<file path="config.mk">
export PLATFORM = sky130hd
export DESIGN_NAME = comp_ingress_arbiter
export DESIGN_NICKNAME = d
export VERILOG_FILES = /design/src/rtl/comp_ingress_arbiter.sv
export SDC_FILE = /design/constraint.sdc
export NUM_CORES = 1
export LEC_CHECK = 0
export ABC_CLOCK_PERIOD_IN_PS = 3750
export CAP_MARGIN = 25
export CORE_AREA = 2 2 139 141
export CTS_CLUSTER_DIAMETER = 100
export DETAILED_ROUTE_END_ITERATION = 7
export DIE_AREA = 0 0 141 143
export PLACE_DENSITY = 0.81
export SYNTH_ARGS = -nofsm -noshare
export SYNTH_HDL_FRONTEND = slang
export SYNTH_SLANG_ARGS = --single-unit
export TNS_END_PERCENT = 5
</file>
<file path="constraint.sdc">
create_clock -name clk -period 3.75 [get_ports clk]
set_clock_uncertainty 0.2 [all_clocks]
set_input_delay 0.375 -clock clk [delete_from_list [all_inputs] [get_ports clk]]
set_output_delay 0.375 -clock clk [all_outputs]
set_load 0.005 [all_outputs]
</file>
<file path="src/rtl/comp_ingress_arbiter.sv">
// Block-atomic round-robin arbiter feeding one shared compressor, with an in-order
// tag FIFO labelling each output block. Define COMP_ARB_PRIO_EN for channel-0 strict priority.
module comp_ingress_arbiter #(
  parameter int unsigned N_CH          = 4,
  parameter int unsigned CH_BITWIDTH   = $clog2(N_CH),
  parameter int unsigned D_BITWIDTH    = 64,
  parameter int unsigned BEATS_PER_BLK = 8,
  parameter int unsigned TAG_DEPTH     = 16
) (
  input  logic                         clk,
  input  logic                         rst_n,
  input  logic [N_CH*D_BITWIDTH-1:0]   req_data_i,
  input  logic [N_CH-1:0]              req_valid_i,
  input  logic [N_CH-1:0]              req_sop_i,
  input  logic [N_CH-1:0]              req_eop_i,
  output logic [N_CH-1:0]              req_ready_o,
  output logic [D_BITWIDTH-1:0]        comp_data_o,
  output logic                         comp_valid_o,
  output logic                         comp_sop_o,
  output logic                         comp_eop_o,
  input  logic                         comp_ready_i,
  input  logic                         comp_out_valid_i,
  input  logic                         comp_out_eop_i,
  output logic [CH_BITWIDTH-1:0]       tag_o,
  output logic                         tag_valid_o,
  output logic [CH_BITWIDTH-1:0]       grant_o,
  output logic                         busy_o,
  output logic                         err_o,
  output logic [CH_BITWIDTH-1:0]       err_ch_o
);

  localparam int unsigned BEAT_BITS = $clog2(BEATS_PER_BLK);
  localparam int unsigned PTR_BITS  = $clog2(TAG_DEPTH);
  localparam int unsigned CNT_BITS  = PTR_BITS + 1;

  localparam logic [BEAT_BITS-1:0]   LAST_BEAT = BEAT_BITS'(BEATS_PER_BLK - 1);
  localparam logic [CH_BITWIDTH-1:0] LAST_CH   = CH_BITWIDTH'(N_CH - 1);
  localparam logic [CH_BITWIDTH:0]   N_CH_W    = (CH_BITWIDTH + 1)'(N_CH);
  localparam logic [CNT_BITS-1:0]    FULL_CNT  = CNT_BITS'(TAG_DEPTH);

  typedef enum logic {IDLE, XFER} state_t;

  state_t                 state_q, state_d;
  logic [CH_BITWIDTH-1:0] grant_q;
  logic [CH_BITWIDTH-1:0] rr_ptr_q;
  logic [BEAT_BITS-1:0]   beat_cnt_q;

  logic [CH_BITWIDTH-1:0] tag_mem [TAG_DEPTH];
  logic [PTR_BITS-1:0]    wr_ptr_q, rd_ptr_q;
  logic [CNT_BITS-1:0]    tag_cnt_q;

  logic [N_CH-1:0]        eligible;
  logic [2*N_CH-1:0]      elig_dbl;
  logic [N_CH-1:0]        elig_rot;
  logic                   found;
  logic [CH_BITWIDTH-1:0] rr_off;
  logic [CH_BITWIDTH:0]   rr_sum;
  logic [CH_BITWIDTH-1:0] winner;
  logic                   grant_take;

  logic [D_BITWIDTH-1:0]  sel_data;
  logic                   sel_valid, sel_sop, sel_eop;
  logic                   xfer, beat_fire, last_fire;
  logic                   proto_err, pop_req, pop, pop_err;
  logic                   keep_rr;

  // Rotate the eligibility vector so the scan always starts at rr_ptr, then map back.
  always_comb begin
    eligible = req_valid_i & req_sop_i;
    elig_dbl = {eligible, eligible} >> rr_ptr_q;
    elig_rot = elig_dbl[N_CH-1:0];
    found    = 1'b0;
    rr_off   = '0;
    for (int unsigned k = 0; k < N_CH; k++) begin
      if (!found && elig_rot[k]) begin
        found  = 1'b1;
        rr_off = CH_BITWIDTH'(k);
      end
    end
    rr_sum = {1'b0, rr_ptr_q} + {1'b0, rr_off};
    winner = (rr_sum >= N_CH_W) ? CH_BITWIDTH'(rr_sum - N_CH_W) : CH_BITWIDTH'(rr_sum);
`ifdef COMP_ARB_PRIO_EN
    if (eligible[0]) begin
      winner = '0;
    end
`endif
  end

  always_comb begin
    sel_data  = '0;
    sel_valid = 1'b0;
    sel_sop   = 1'b0;
    sel_eop   = 1'b0;
    for (int unsigned c = 0; c < N_CH; c++) begin
      if (grant_q == CH_BITWIDTH'(c)) begin
        sel_data  = req_data_i[c*D_BITWIDTH +: D_BITWIDTH];
        sel_valid = req_valid_i[c];
        sel_sop   = req_sop_i[c];
        sel_eop   = req_eop_i[c];
      end
    end
  end

  always_comb begin
    xfer       = (state_q == XFER);
    beat_fire  = xfer && sel_valid && comp_ready_i;
    last_fire  = beat_fire && (beat_cnt_q == LAST_BEAT);
    grant_take = (state_q == IDLE) && (|eligible) && (tag_cnt_q != FULL_CNT);
    proto_err  = beat_fire &&
                 ((sel_sop && (beat_cnt_q != '0)) || (sel_eop != (beat_cnt_q == LAST_BEAT)));
    pop_req    = comp_out_valid_i && comp_out_eop_i;
    pop        = pop_req && (tag_cnt_q != '0);
    pop_err    = pop_req && (tag_cnt_q == '0);
`ifdef COMP_ARB_PRIO_EN
    keep_rr    = (grant_q == '0);
`else
    keep_rr    = 1'b0;
`endif
  end

  always_comb begin
    state_d = state_q;
    case (state_q)
      IDLE:    if (grant_take) state_d = XFER;
      XFER:    if (last_fire)  state_d = IDLE;
      default: state_d = IDLE;
    endcase
  end

  always_comb begin
    comp_data_o  = xfer ? sel_data : '0;
    comp_valid_o = xfer && sel_valid;
    comp_sop_o   = xfer && (beat_cnt_q == '0);
    comp_eop_o   = xfer && (beat_cnt_q == LAST_BEAT);
    req_ready_o  = '0;
    for (int unsigned c = 0; c < N_CH; c++) begin
      req_ready_o[c] = xfer && (grant_q == CH_BITWIDTH'(c)) && comp_ready_i;
    end
    grant_o     = grant_q;
    busy_o      = xfer;
    tag_valid_o = (tag_cnt_q != '0);
    tag_o       = tag_valid_o ? tag_mem[rd_ptr_q] : '0;
  end

  always_ff @(posedge clk or negedge rst_n) begin
    if (!rst_n) begin
      state_q    <= IDLE;
      grant_q    <= '0;
      rr_ptr_q   <= '0;
      beat_cnt_q <= '0;
    end else begin
      state_q <= state_d;
      if (grant_take) begin
        grant_q <= winner;
      end
      if (beat_fire) begin
        beat_cnt_q <= last_fire ? '0 : beat_cnt_q + 1'b1;
      end
      if (last_fire && !keep_rr) begin
        rr_ptr_q <= (grant_q == LAST_CH) ? '0 : grant_q + 1'b1;
      end
    end
  end

  always_ff @(posedge clk or negedge rst_n) begin
    if (!rst_n) begin
      err_o    <= 1'b0;
      err_ch_o <= '0;
    end else begin
      err_o <= proto_err || pop_err;
      if (proto_err) begin
        err_ch_o <= grant_q;
      end
    end
  end

  // Push/pop both advance their pointers; the count only moves on an unbalanced cycle.
  always_ff @(posedge clk or negedge rst_n) begin
    if (!rst_n) begin
      wr_ptr_q  <= '0;
      rd_ptr_q  <= '0;
      tag_cnt_q <= '0;
    end else begin
      if (last_fire) begin
        wr_ptr_q <= wr_ptr_q + 1'b1;
      end
      if (pop) begin
        rd_ptr_q <= rd_ptr_q + 1'b1;
      end
      if (last_fire && !pop) begin
        tag_cnt_q <= tag_cnt_q + 1'b1;
      end else if (pop && !last_fire) begin
        tag_cnt_q <= tag_cnt_q - 1'b1;
      end
    end
  end

  always_ff @(posedge clk) begin
    if (last_fire) begin
      tag_mem[wr_ptr_q] <= grant_q;
    end
  end

endmodule

</file>
# [Word level (Yosys, flattened, before mapping)]
# Memories as Yosys holds them, arrays and structs flattened.
# Cells that the tools add are included.
[classes] add_sub_neg=8 n_mux=34 n_bitwise=2 reduce_logical=39 n_lt_le_gt_ge=1 n_shift=1 n_eq_ne=6
[op_table] op="2-to-1 mux 64 bit" count=5
[op_table] op="logical AND 1 bit" count=25
[op_table] op="2-to-1 mux 1 bit" count=20
[op_table] op="2-to-1 mux 2 bit" count=5
[op_table] op="2-to-1 mux 5 bit" count=2
[op_table] op="adder 4 x 1 -> 4 bit, second input constant" count=2
[op_table] op="right shift 8 x 2 -> 4 bit" count=1
[op_table] op="adder 5 x 1 -> 5 bit, second input constant" count=1
[op_table] op="logical NOT 1 bit" count=5
[op_table] op="logical NOT 5 bit" count=1
[op_table] op="inequality test 5 bit, second input constant" count=1
[op_table] op="nonzero test 5 bit" count=1
[op_table] op="subtractor 5 x 1 -> 5 bit, second input constant" count=1
[op_table] op="AND 4 bit" count=1
[op_table] op="== test 2 bit, second input constant" count=2
[op_table] op="OR reduction 4 bit" count=1
[op_table] op="adder 2 x 2 -> 3 bit" count=1
[op_table] op="adder 3 x 1 -> 3 bit, second input constant" count=1
[op_table] op="== test 3 bit, second input constant" count=1
[op_table] op=">= comparator 3 bit, second input constant" count=1
[op_table] op="logical NOT 3 bit" count=1
[op_table] op="2-to-1 mux 3 bit" count=1
[op_table] op="nonzero test 3 bit" count=1
[op_table] op="adder 2 x 1 -> 2 bit, second input constant" count=1
[op_table] op="other kinds (8)" count=9
[word_totals] inputBits=273 ram_bits=32 mem_count=1 wordCells=101 regBits=24 out_inout_bits=80
[mem_list] name="tag_mem" depth=16 width=2 rd=1 rd_clocked_by_memory_dff=0 wr=1 line_no="48" source="logic [CH_BITWIDTH-1:0] tag_mem [TAG_DEPTH];"

# [Longest topological paths before layout]
[depth] ltp_word=15 ltp_mapped=15 mapped_depth_nobuf=13

# [Worst setup path after synthesis]
# OpenSTA, ideal clock, no wires.
[synth_timing] path_type="register -> register" start="reg grant_q[0], in the netlist grant_o[0]" end="reg tag_cnt_q[4]" path_buffers=2 path_stages_with_launch=16 setup_time_ns=0.079 setup_slack_ns=0.066 arrival_time_ns=3.405 required_ns=3.471 cell_sequence="dfrtp_1 > inv_1 > ha_1 > buf_2 > or3b_1 > nand4_1 > nor3b_2 > buf_2 > ha_1 > inv_1 > ha_1 > nor2b_1 > o21a_1 > or3_1 > a21oi_1 > xor2_1"
[synth_via] elab_chain_len=11
[synth_lines] item="start: declaration" line_no="44" source="logic [CH_BITWIDTH-1:0] grant_q;"
[synth_lines] item="start signal: assignment" line_no="154" source="grant_q <= winner;"
[synth_lines] item="logical NOT 2 bit" line_no="95" source="if (grant_q == CH_BITWIDTH'(c)) begin"
[synth_lines] item="2-to-1 mux 1 bit (3 in series)" line_no="95"
[synth_lines] item="2-to-1 mux 1 bit (*)" line_no="95"
[synth_lines] item="logical AND 1 bit (*) (2 in series)" line_no="106" source="beat_fire = xfer && sel_valid && comp_ready_i;"
[synth_lines] item="logical AND 1 bit (*)" line_no="107" source="last_fire = beat_fire && (beat_cnt_q == LAST_BEAT);"
[synth_lines] item="via last_fire" line_no="63" source="logic xfer, beat_fire, last_fire;"
[synth_lines] item="logical NOT 1 bit" line_no="192" source="end else if (pop && !last_fire) begin"
[synth_lines] item="logical AND 1 bit" line_no="192"
[synth_lines] item="nonzero test 2 bit (no line)"
[synth_lines] item="end signal: assignment" line_no="191" source="tag_cnt_q <= tag_cnt_q + 1'b1;"
[synth_lines] item="end signal: assignment" line_no="193" source="tag_cnt_q <= tag_cnt_q - 1'b1;"
[synth_lines] item="end: declaration" line_no="50" source="logic [CNT_BITS-1:0] tag_cnt_q;"
# The timed path passes the listed nets; every way through them passes the cells marked *.
# A chain may end at the register's enable or synchronous reset.

# [Final worst setup path]
[layout_timing] start="reg tag_cnt_q[1]" end="reg tag_cnt_q[4]"
[layout_via] elab_chain_len=5
[layout_lines] item="branches (longest 5 deep; another with subtractor 5 x 1 -> 5 bit)"
# Parallel ways; which one is timed is not known. The select of a mux whose other input is x is not followed.

==> summary.txt <==
Outcome
  – Outcome: completed

Floorplanning
  – DIE AREA: 0.02016 sq mm
  – Num ports: 353
  – Die width: 141 um
  – Row cnt: 50
  – Core area: 0.01858 sq mm
  – Die Y-Extent: 143 um
  – Starting density of the core: 29.72%

Placement
  – DP Wirelength: 20.34 mm
  – Pre-CTS setup slack: 0.2809 ns
  – GPL Wtd Cong: 0.9482
  – Post-placement cell area: 0.009261 sq mm
  – Placed insts: 1,278
  – I/O Buffers: 352

Setup path
  – Max Fanout on Critical Path: 5
  – Critical path arrival: 3.53 ns
  – Slowest-stage cell, CP: nor4_1
  – Largest stage delay on the critical path: 0.56 ns
  – Critical Path Sink Type: flip-flop
  – Crit-path cells: nor4_1 -> nand2b_1 -> nor2b_1 -> inv_1 -> ha_1 -> inv_1 -> ha_1 -> nor2b_1 -> o21a_1 -> or3_1 -> a21oi_1 -> xor2_1
  – Worst EP required: 3.77 ns
  – CP Launch Type: flip-flop
  – WS Path Type: reg -> reg

Logic synthesis
  – Number of synthesized flops with an enable pin: 32
  – Sequential area share after synthesis: 28.28%
  – Post-synth top flop: edfxtp_1
  – Syn_area_per_cell: 7.402 sq um
  – Netlist Area Pre-Place: 0.005522 sq mm
  – Number of synthesized register bits: 56
  – Count of yosys warnings during synthesis: 0
  – Mapped Nets: 1,037
  – Yosys cell types: 47
  – Synth Instances: 746
  – Async S/R FF share, synth: 42.86%

Cells and area
  – Syn-to-layout area delta: 70.90%
  – Most frequent cells in the layout: 352 x clkdlybuf4s50_1, 150 x nand2_1, 132 x a21oi_1
  – Post-route insts no fill: 1,293
  – Share of layout cells above drive strength 1: 3.802%
  – Post-layout instance area: 0.009437 sq mm
  – Most common cell after layout, fill and taps aside: clkdlybuf4s50_1
  – Final core occ: 50.79%
  – Final nets: 1,342

Clock network
  – Clk slew on worst S/H paths: 0.07 ns
  – Cts bufs inserted: 5
  – Clk root buf: clkbuf_16
  – TritonCTS clock tree: yes
  – H-tree levels: 2
  – Clk buf depth: 2
  – CTS Sinks: 56
  – Clock Latency Late Sink: 0.29 ns
  – Post-CTS Setup Inserts: 0

Pwr
  – Leakage power: 3.429 nW
  – PwrDens: 674.6 mW/mm^2
  – Peak supply drop: 0.3549 mV

Detailed routing
  – # DRC: 0
  – Post-Route WL: 25.78 mm
  – TritonRoute pass-1 iters: 7
  – Vias: 6,740
  – Vias/cell: 5.213
  – Antenna Nets Post-Route: 0
  – Post-DR wirelength/cell: 19.94 um
  – Drt initial violations: 550

STA
  – Unrepaired setup endpoints after global routing: no
  – Setup Viol. Count Final: 0
  – Final WS setup: 0.2452 ns
  – Slew margin rel.: 53.54%
  – Final Hold Vio Count: 0
  – Worst Tran Pin Value: 0.6969 ns
  – Final period util: 93.46%
  – Tmin final: 3.505 ns
  – Fmax: 0.2853 GHz
  – Slew Limit Fails: 0
  – TNS Setup: 0 ns

Global routing
  – Initial antenna violation count: 9
  – Largest net degree at the start of global routing: 109
  – Vias in the first global route: 6,355
  – First-pass GRT wire length: 37.10 mm
  – Gr usage total: 24.09%
  – GRT overflow: 0

Flow run
  – Max-Cap Viols: 0

Min path
  – Hold WC Path Type: in -> async
## final timing paths
| path | slack (ns) | to | cells after the start | startpoint |
|---|---|---|---|---|
| max | 0.25 | tag_cnt_q[4] | 12 | tag_cnt_q[1] |
| min | 0.14 | wr_ptr_q[1] | 1 | rst_n |
| max reg2reg | 0.25 | tag_cnt_q[4] | 12 | tag_cnt_q[1] |
| min reg2reg | 0.30 | err_ch_o[0] | 1 | err_ch_o[0] |
| max in group asynchronous | 2.75 | busy_o | 2 | rst_n |
| min in group clk | 0.30 | err_ch_o[0] | 1 | err_ch_o[0] |
## state kept, by name, indices dropped and copies added, names as in the netlist
name,cells
beat_cnt_q,3
busy_o,1
err_ch_o,2
err_o,1
grant_o,2
rd_ptr_q,4
rr_ptr_q,2
tag_cnt_q,5
tag_mem,32
wr_ptr_q,4
## logic make-up after synthesis
logic type,share of synthesized area (%)
and+or+nand+nor,32.93
adders and majority gates,4.215
buffers and inverters,5.597
DFF,28.28
xor gates and xnor gates,1.745
AOI/OAI and AO/OA,22.34
muxes,4.895
## synthesized netlist by cell type, types with 3 or more instances
library cell  number  share of area, %
xnor2_1            8               1.3
mux4_2            10               4.1
nand2b_1           3              0.34
ha_1              17               3.9
xor2_1             3              0.48
a21oi_1          132                12
dfrtp_1           24                11
buf_1             12              0.82
nor2b_1            6              0.68
edfxtp_1          32                17
and3_1            19               2.2
o21ai_0           77               7.0
inv_1             13              0.88
nand3_1            5              0.45
nand4_1            3              0.34
clkbuf_1          46               3.1
nor2_1             6              0.41
nand2_1          150                10
nand3b_1          66               9.0
and2_1            71               8.0
buf_2              7              0.63
## metrics by stage
stage	power, mW	hold WS [ns]
2_1_floorplan	3.549	-0.1206
3_3_place_gp	5.770	0.2737
3_5_place_dp	5.868	0.2863
4_1_cts	6.380	0.1435
5_1_grt	6.877	0.1470
6_report	6.366	0.1394
## critical path, delay by kind of cell (launching register included)
family / cells / cell delay, ns
compound gates: 2 / 0.35
xor+xnor: 1 / 0.15
fa+ha+maj: 2 / 0.57
simple gates: 5 / 1.50
flops: 1 / 0.43
buf+inv: 2 / 0.23
## power by group
| group | switching (mW) | internal [mW] | total (mW) |
|---|---|---|---|
| clock | 0.226 | 0.254 | 0.479 |
| sequential | 0.199 | 0.819 | 1.02 |
| combinational | 2.24 | 2.63 | 4.87 |
## per-layer routing
metal / global-route usage [%] / vias to the layer above / wire length, um
met5: 0 / - / 42
li1: - / 3229 / -
met4: 4.316 / 6 / 343
met1: 34.30 / 3090 / 11440
met2: 36.48 / 381 / 11240
met3: 7.311 / 34 / 2704
## what timing repair did
item / in CTS / in global routing
hold endpoints to repair: 0 / 0
hold buffers: 0 / 0
gates resized for setup: 0 / 2
setup endpoints to repair: 0 / 30
## area by class of cell
class | count | area, sq um
multi-input cells | 611 | 3691
inverters | 13 | 48.80
diodes | 7 | 17.52
clock buffers | 5 | 125.1
flip-flops and latches | 56 | 1564
clock inverters | 3 | 27.53
well taps | 234 | 292.8
repair buffers | 364 | 3670
fillers | 1716 | 9144
Power figures use the tool's default switching activity.
